<file path="src/rtl/spi_flash_arbiter.sv">
// spi_flash_arbiter
// Shares the configuration SPI flash between two masters. Requester 0 is the
// DFU SPI engine and requester 1 a secondary master. The owner's SPI pins pass
// straight through with no added latency. Chip-select is held high for a
// guard gap between owners. An owner that idles too long while the other side
// waits can be preempted.
//
// Handshake: reqN is a level request. gntN is registered and rises one cycle
// after arbitration in IDLE. The grantee keeps reqN high for as long as it
// wants the bus. It must keep spiN_csel high until it has seen gntN high.
// Dropping reqN releases the bus once spiN_csel is back high. A grant that
// falls while reqN is still high is a preemption (flagged by preempt), and the
// requester must drop reqN and ask again.
module spi_flash_arbiter #(
   parameter int GUARD_CYCLES = 4,
   parameter int IDLE_TIMEOUT = 4096
) (
   input  logic       clk_48mhz,
   input  logic       reset,
   input  logic       req0,
   output logic       gnt0,
   input  logic       spi0_csel,
   input  logic       spi0_clk,
   input  logic       spi0_mosi,
   output logic       spi0_miso,
   input  logic       req1,
   output logic       gnt1,
   input  logic       spi1_csel,
   input  logic       spi1_clk,
   input  logic       spi1_mosi,
   output logic       spi1_miso,
   output logic       spi_csel,
   output logic       spi_clk,
   output logic       spi_mosi,
   input  logic       spi_miso,
   output logic       busy,
   output logic       owner,
   output logic       preempt,
   output logic [1:0] state_dbg
);

   typedef enum logic [1:0] {
      IDLE  = 2'd0,
      GRANT = 2'd1,
      DRAIN = 2'd2,
      GUARD = 2'd3
   } state_t;

   // The timeout fires on the edge where the counter already holds
   // IDLE_TIMEOUT-1 waiting cycles and the current cycle is the last one.
   localparam logic        TIMEOUT_EN   = (IDLE_TIMEOUT != 0);
   localparam logic [15:0] TIMEOUT_LAST = 16'(IDLE_TIMEOUT - 1);
   localparam logic [7:0]  GUARD_LAST   = 8'(GUARD_CYCLES - 1);

   state_t      state, state_nx;
   logic        owner_q, owner_nx;
   logic        last_owner, last_owner_nx;
   logic        gnt0_nx, gnt1_nx, preempt_nx;
   logic [15:0] to_cnt, to_cnt_nx;
   logic [7:0]  guard_cnt, guard_cnt_nx;

   logic own_req, other_req, own_csel, own_clk, own_mosi;
   logic bus_on;
   logic waiting;

   assign own_req   = owner_q ? req1      : req0;
   assign other_req = owner_q ? req0      : req1;
   assign own_csel  = owner_q ? spi1_csel : spi0_csel;
   assign own_clk   = owner_q ? spi1_clk  : spi0_clk;
   assign own_mosi  = owner_q ? spi1_mosi : spi0_mosi;

   // The owner sits idle with csel high while the other requester is queued.
   assign waiting = TIMEOUT_EN && other_req && own_csel;

   // State register and registered outputs; reset forces the bus idle at once.
   always_ff @(posedge clk_48mhz or posedge reset) begin
      if (reset) begin
         state      <= IDLE;
         owner_q    <= 1'b0;
         last_owner <= 1'b1;
         gnt0       <= 1'b0;
         gnt1       <= 1'b0;
         preempt    <= 1'b0;
         to_cnt     <= '0;
         guard_cnt  <= '0;
      end else begin
         state      <= state_nx;
         owner_q    <= owner_nx;
         last_owner <= last_owner_nx;
         gnt0       <= gnt0_nx;
         gnt1       <= gnt1_nx;
         preempt    <= preempt_nx;
         to_cnt     <= to_cnt_nx;
         guard_cnt  <= guard_cnt_nx;
      end
   end

   // Next-state logic: arbitration, release, timeout preemption and guard gap.
   always_comb begin
      state_nx      = state;
      owner_nx      = owner_q;
      last_owner_nx = last_owner;
      gnt0_nx       = 1'b0;
      gnt1_nx       = 1'b0;
      preempt_nx    = 1'b0;
      to_cnt_nx     = '0;
      guard_cnt_nx  = '0;
      case (state)
         IDLE: begin
            if (req0 || req1) begin
               // On a tie, the grant goes to whoever did not hold the bus last.
               if (req0 && req1) owner_nx = ~last_owner;
               else              owner_nx = req1;
               state_nx = GRANT;
               gnt0_nx  = ~owner_nx;
               gnt1_nx  = owner_nx;
            end
         end
         GRANT: begin
            if (!own_req) begin
               // A release takes priority over a timeout on the same edge.
               state_nx = DRAIN;
            end else if (waiting && (to_cnt == TIMEOUT_LAST)) begin
               // Safe to jump straight to GUARD: csel is known to be high.
               state_nx   = GUARD;
               preempt_nx = 1'b1;
            end else begin
               gnt0_nx = ~owner_q;
               gnt1_nx = owner_q;
               if (waiting) to_cnt_nx = to_cnt + 16'd1;
            end
         end
         DRAIN: begin
            if (own_csel) state_nx = GUARD;
         end
         GUARD: begin
            if (guard_cnt == GUARD_LAST) begin
               state_nx      = IDLE;
               last_owner_nx = owner_q;
            end else begin
               guard_cnt_nx = guard_cnt + 8'd1;
            end
         end
         default: state_nx = IDLE;
      endcase
   end

   // Bus mux, driven only by registered state so that pass-through adds no latency.
   assign bus_on    = (state == GRANT) || (state == DRAIN);
   assign spi_csel  = bus_on ? own_csel : 1'b1;
   assign spi_clk   = bus_on ? own_clk  : 1'b0;
   assign spi_mosi  = bus_on ? own_mosi : 1'b0;
   assign spi0_miso = bus_on && !owner_q && spi_miso;
   assign spi1_miso = bus_on &&  owner_q && spi_miso;

   assign busy      = (state != IDLE);
   assign owner     = owner_q;
   assign state_dbg = state;

endmodule

</file>
<file path="config.mk">
export PLATFORM = sky130hd
export DESIGN_NAME = spi_flash_arbiter
export DESIGN_NICKNAME = d
export VERILOG_FILES = /design/src/rtl/spi_flash_arbiter.sv
export SDC_FILE = /design/constraint.sdc
export NUM_CORES = 1
export LEC_CHECK = 0
export CORE_MARGIN = 1.5
export CORE_UTILIZATION = 48
export DETAILED_ROUTE_END_ITERATION = 8
export GPL_TIMING_DRIVEN = 0
export PLACE_DENSITY_LB_ADDON = 0.2
export SLEW_MARGIN = 20
export SYNTH_ARGS = -nofsm -noshare
export SYNTH_HDL_FRONTEND = slang
export SYNTH_SLANG_ARGS = --single-unit
</file>
<file path="constraint.sdc">
create_clock -name clk_48mhz -period 2.1 [get_ports clk_48mhz]
set_input_delay 0.42 -clock clk_48mhz [delete_from_list [all_inputs] [get_ports clk_48mhz]]
set_output_delay 0.42 -clock clk_48mhz [all_outputs]
set_load 0.01 [all_outputs]
</file>
==> results of run 1 <==
-- registers in the layout, indices dropped and copies added, names as in the netlist --
| register | count |
|---|---|
| to_cnt | 16 |
| guard_cnt | 8 |
| state_dbg | 2 |
| gnt0 | 1 |
| gnt1 | 1 |
| last_owner | 1 |
| owner | 1 |
| preempt | 1 |
-- stage by stage --
| step | setup TNS (ns) | utilization, % | setup slack [ns] | cells |
|---|---|---|---|---|
| 4_1_cts | 0 | 61.41 | 0.01702 | 245 |
| 3_5_place_dp | -0.07092 | 58.01 | -0.04887 | 233 |
| 6_report | 0 | 61.72 | 0.09224 | 245 |
| 5_1_grt | 0 | 61.72 | 0.001216 | 245 |
| 3_3_place_gp | -0.04485 | 58.01 | -0.04432 | 233 |
| 2_1_floorplan | 0 | - | 0.1018 | 165 |
-- timing repair --
| item | 4_1_cts | 5_1_grt |
|---|---|---|
| pin swaps | 1 | 0 |
| setup endpoints to repair | 7 | 3 |
| gates resized for setup | 9 | 3 |
| hold endpoints to repair | 0 | 0 |
| setup buffers | 4 | 0 |
-- how the worst min path moves through the flow --
stage / to / slack (ns) / cells after the start
CTS: to_cnt[0] / 0.47 / 1
floorplan: to_cnt[0] / 0.43 / 1
global route: guard_cnt[4] / 0.51 / 2
detailed placement: to_cnt[0] / 0.46 / 1
finish: guard_cnt[4] / 0.47 / 2
global placement: to_cnt[0] / 0.45 / 1
-- cells in the final DEF, fill, tap and decap left out, types with 2 or more instances in the layout --
cell type / netlist / final
nor2_1: 31 / 31
clkbuf_8: 0 / 2
ha_1: 6 / 5
clkdlybuf4s50_1: 0 / 17
mux2_2: 2 / 2
nor2b_1: 2 / 2
nand2_1: 10 / 10
mux2i_1: 3 / 2
buf_4: 0 / 4
dfrtp_1: 30 / 29
or3_1: 3 / 3
xnor2_1: 7 / 7
inv_1: 9 / 7
nand4_1: 4 / 4
xor2_1: 11 / 11
nand2_2: 2 / 2
a21oi_1: 2 / 2
nor3_1: 3 / 3
inv_2: 0 / 2
and3_1: 4 / 4
clkbuf_4: 0 / 6
dlygate4sd2_1: 0 / 4
o21ai_0: 4 / 4
nand3_1: 12 / 11
-- per-layer routing --
layer | wire [um] | vias to the layer above | global-route usage [%]
met4 | 54 | 0 | 8.207
met1 | 1384 | 637 | 23.00
li1 | - | 630 | -
met3 | 82 | 6 | 6.303
met2 | 1629 | 15 | 34.14
met5 | 0 | - | 0
-- cells by family (layout without fill, tap and decap cells) --
group	Yosys count	count (layout)	share of synthesized area [%]
xor+xnor	18	18	9.596
mux	6	6	3.884
compound gates	14	14	7.236
simple gates	79	79	24.83
flops	31	31	47.30
fa+ha+maj	6	6	4.570
buf+inv	11	45	2.589
-- power by group --
group          internal, mW  total, mW  leakage, nW  switching [mW]
Combinational         0.480      0.915        0.410           0.435
Clock                 0.197      0.403       0.0386           0.206
Sequential            0.670      0.717        0.419          0.0470
-- final cells by class --
class	instances	area [um^2]
plain buffers	2	12.51
clock buffers	8	68.82
fillers	310	1267
inverters	9	33.78
multi-input cells	123	844.6
flip-flops and latches	31	778.2
well taps	46	57.56
repair buffers	26	247.7
-- critical path: stages (launching register included) --
cell and delay (ns):
dfrtp_1 0.43, or4_4 0.56, nor4_4 0.25, nand2_2 0.13
a31oi_4 0.20, mux2_1 0.34
==> impl_metrics.toml, run 1 <==
[cts]
insertion_delay_ns = 0.34
tritoncts_clock_tree = "done"
cts_hold_repair.buffers = 0
numClockSinks = 31
numCtsBuffers = 5
number_of_h_tree_levels = 2
ctsRootBufferMaster = "clkbuf_4"
clkSlewWorstSetupHoldPaths_ns = 0.10
clock_path_buffers = 2

[grt]
grt_pass1_vias = 1282
global_route.overflow_total = 0
tot_gr_track_use_pct = 19.95
grt_start_max_net_pins = 32
grt_pass1_wl_mm = 5.499
antenna_found_initial = 0

[timing]
layout_min_cycle_time_ns = 2.008
rsz_0062_raised_after_global_routing = "false"
finClkSkew_ns = 0.007674
finalHoldViolCount = 0
timing.final.max_slew_violations = 0
worstMarginPinSlew_ns = 0.6186
achievable-frequency_mhz = 498.1
final_setup_fails = 0
relSlewSlack_pct = 58.70
timing.hold.ws_ns = 0.4655
fraction_of_the_cycle_the_final_worst_path_needs_pct = 95.61

[setup_path]
critical_path_peak_fanout = 4
criticalPathCategory = "reg2reg"
worstPathArrival_ns = 2.24
worst_setup_path_start_kind = "flop"
cp-end-kind = "flop"
critical_path.endpoint = "state_dbg[1]"
setup.reg_to_reg.worst_slack_ns = 0.09
timing.critical_path.from = "to_cnt[13]"
worst-r2r-cell-count = 5
worst_r2r_startpoint = "to_cnt[13]"
worst_ep_required_time_ns = 2.33
rr_endpoint = "state_dbg[1]"

[cells_and_area]
n_antenna_cell = 0
area_growth_syn_to_layout_pct = 24.37
fin_nets = 215
share_of_cells_above_drive_strength_1_pct = 15.58
final_design_area_no_fill_um2 = 2043

[routing]
route.detailed.wl_per_inst_um = 12.86
drtIter0Drc = 44
remaining_drc_errors = 0
detail_route.vias_per_cell = 5.257
route.antenna.remaining_nets = 0
wirelength_mm = 3.150
detailroute.via_count = 1288
firstDrtPassIters = 4

[die]
floorplan.io_pins = 23
die_x_um = 61.50
die_y_um = 61.50
initial_utilization_pct = 49.62
floorplan.core_area_um2 = 3311
std_cell_rows = 21
floorplan.die_area_um2 = 3782

[power]
ir_worst_vdd_mv = 0.7980
power-per-cell-area_nw_per_um2 = 995.8
total_leakage_power_nw = 0.8679
finalPower_mw = 2.035

[flow_run]
cap_viol_max_count = 0

[place]
dpl.hpwl_mm = 2.226
port_buffers = 22
gp_congestion = 0.8063
dpl-instance-area_um2 = 1921

[synthesis]
synthArstFlopShare_pct = 100.0
synth_top_area_share_pct = 45.70
postSynthCellCount = 165
largest_area_contributor_in_the_netlist = "dfrtp_1"
post-synth-top-count-cell = "nor2_1"
seq_area_frac_synth_pct = 47.30
postSynth.topFlopCell = "dfrtp_1"
synth_edf_count = 0
yosys_warnings = 0
synthesis.nets = 182
largest_cells_by_area_after_synthesis = "dfrtp_1 (46%), nor2_1 (7.1%), xor2_1 (5.9%)"
synth_cell_types = 38
mappedNetlistArea_um2 = 1643
synth.cells.most_frequent = "nor2_1 (31), dfrtp_1 (30), nand3_1 (12), xor2_1 (11), nand2_1 (10)"
synth.ff_latch_count = 31
syn-mean-instance-area_um2 = 9.957

[run_status]
run_status = "finished, final reports clean"

[hold_path]
worstHoldPathType = "in2async"
(Power assumes the default switching activity.)
==> run 2, diff against run 1 <==
Settings changed: GPL_ROUTABILITY_DRIVEN set to 0.
==> results of run 2 <==
No change in the layout: final DEF, timing and power equal those of run 1.
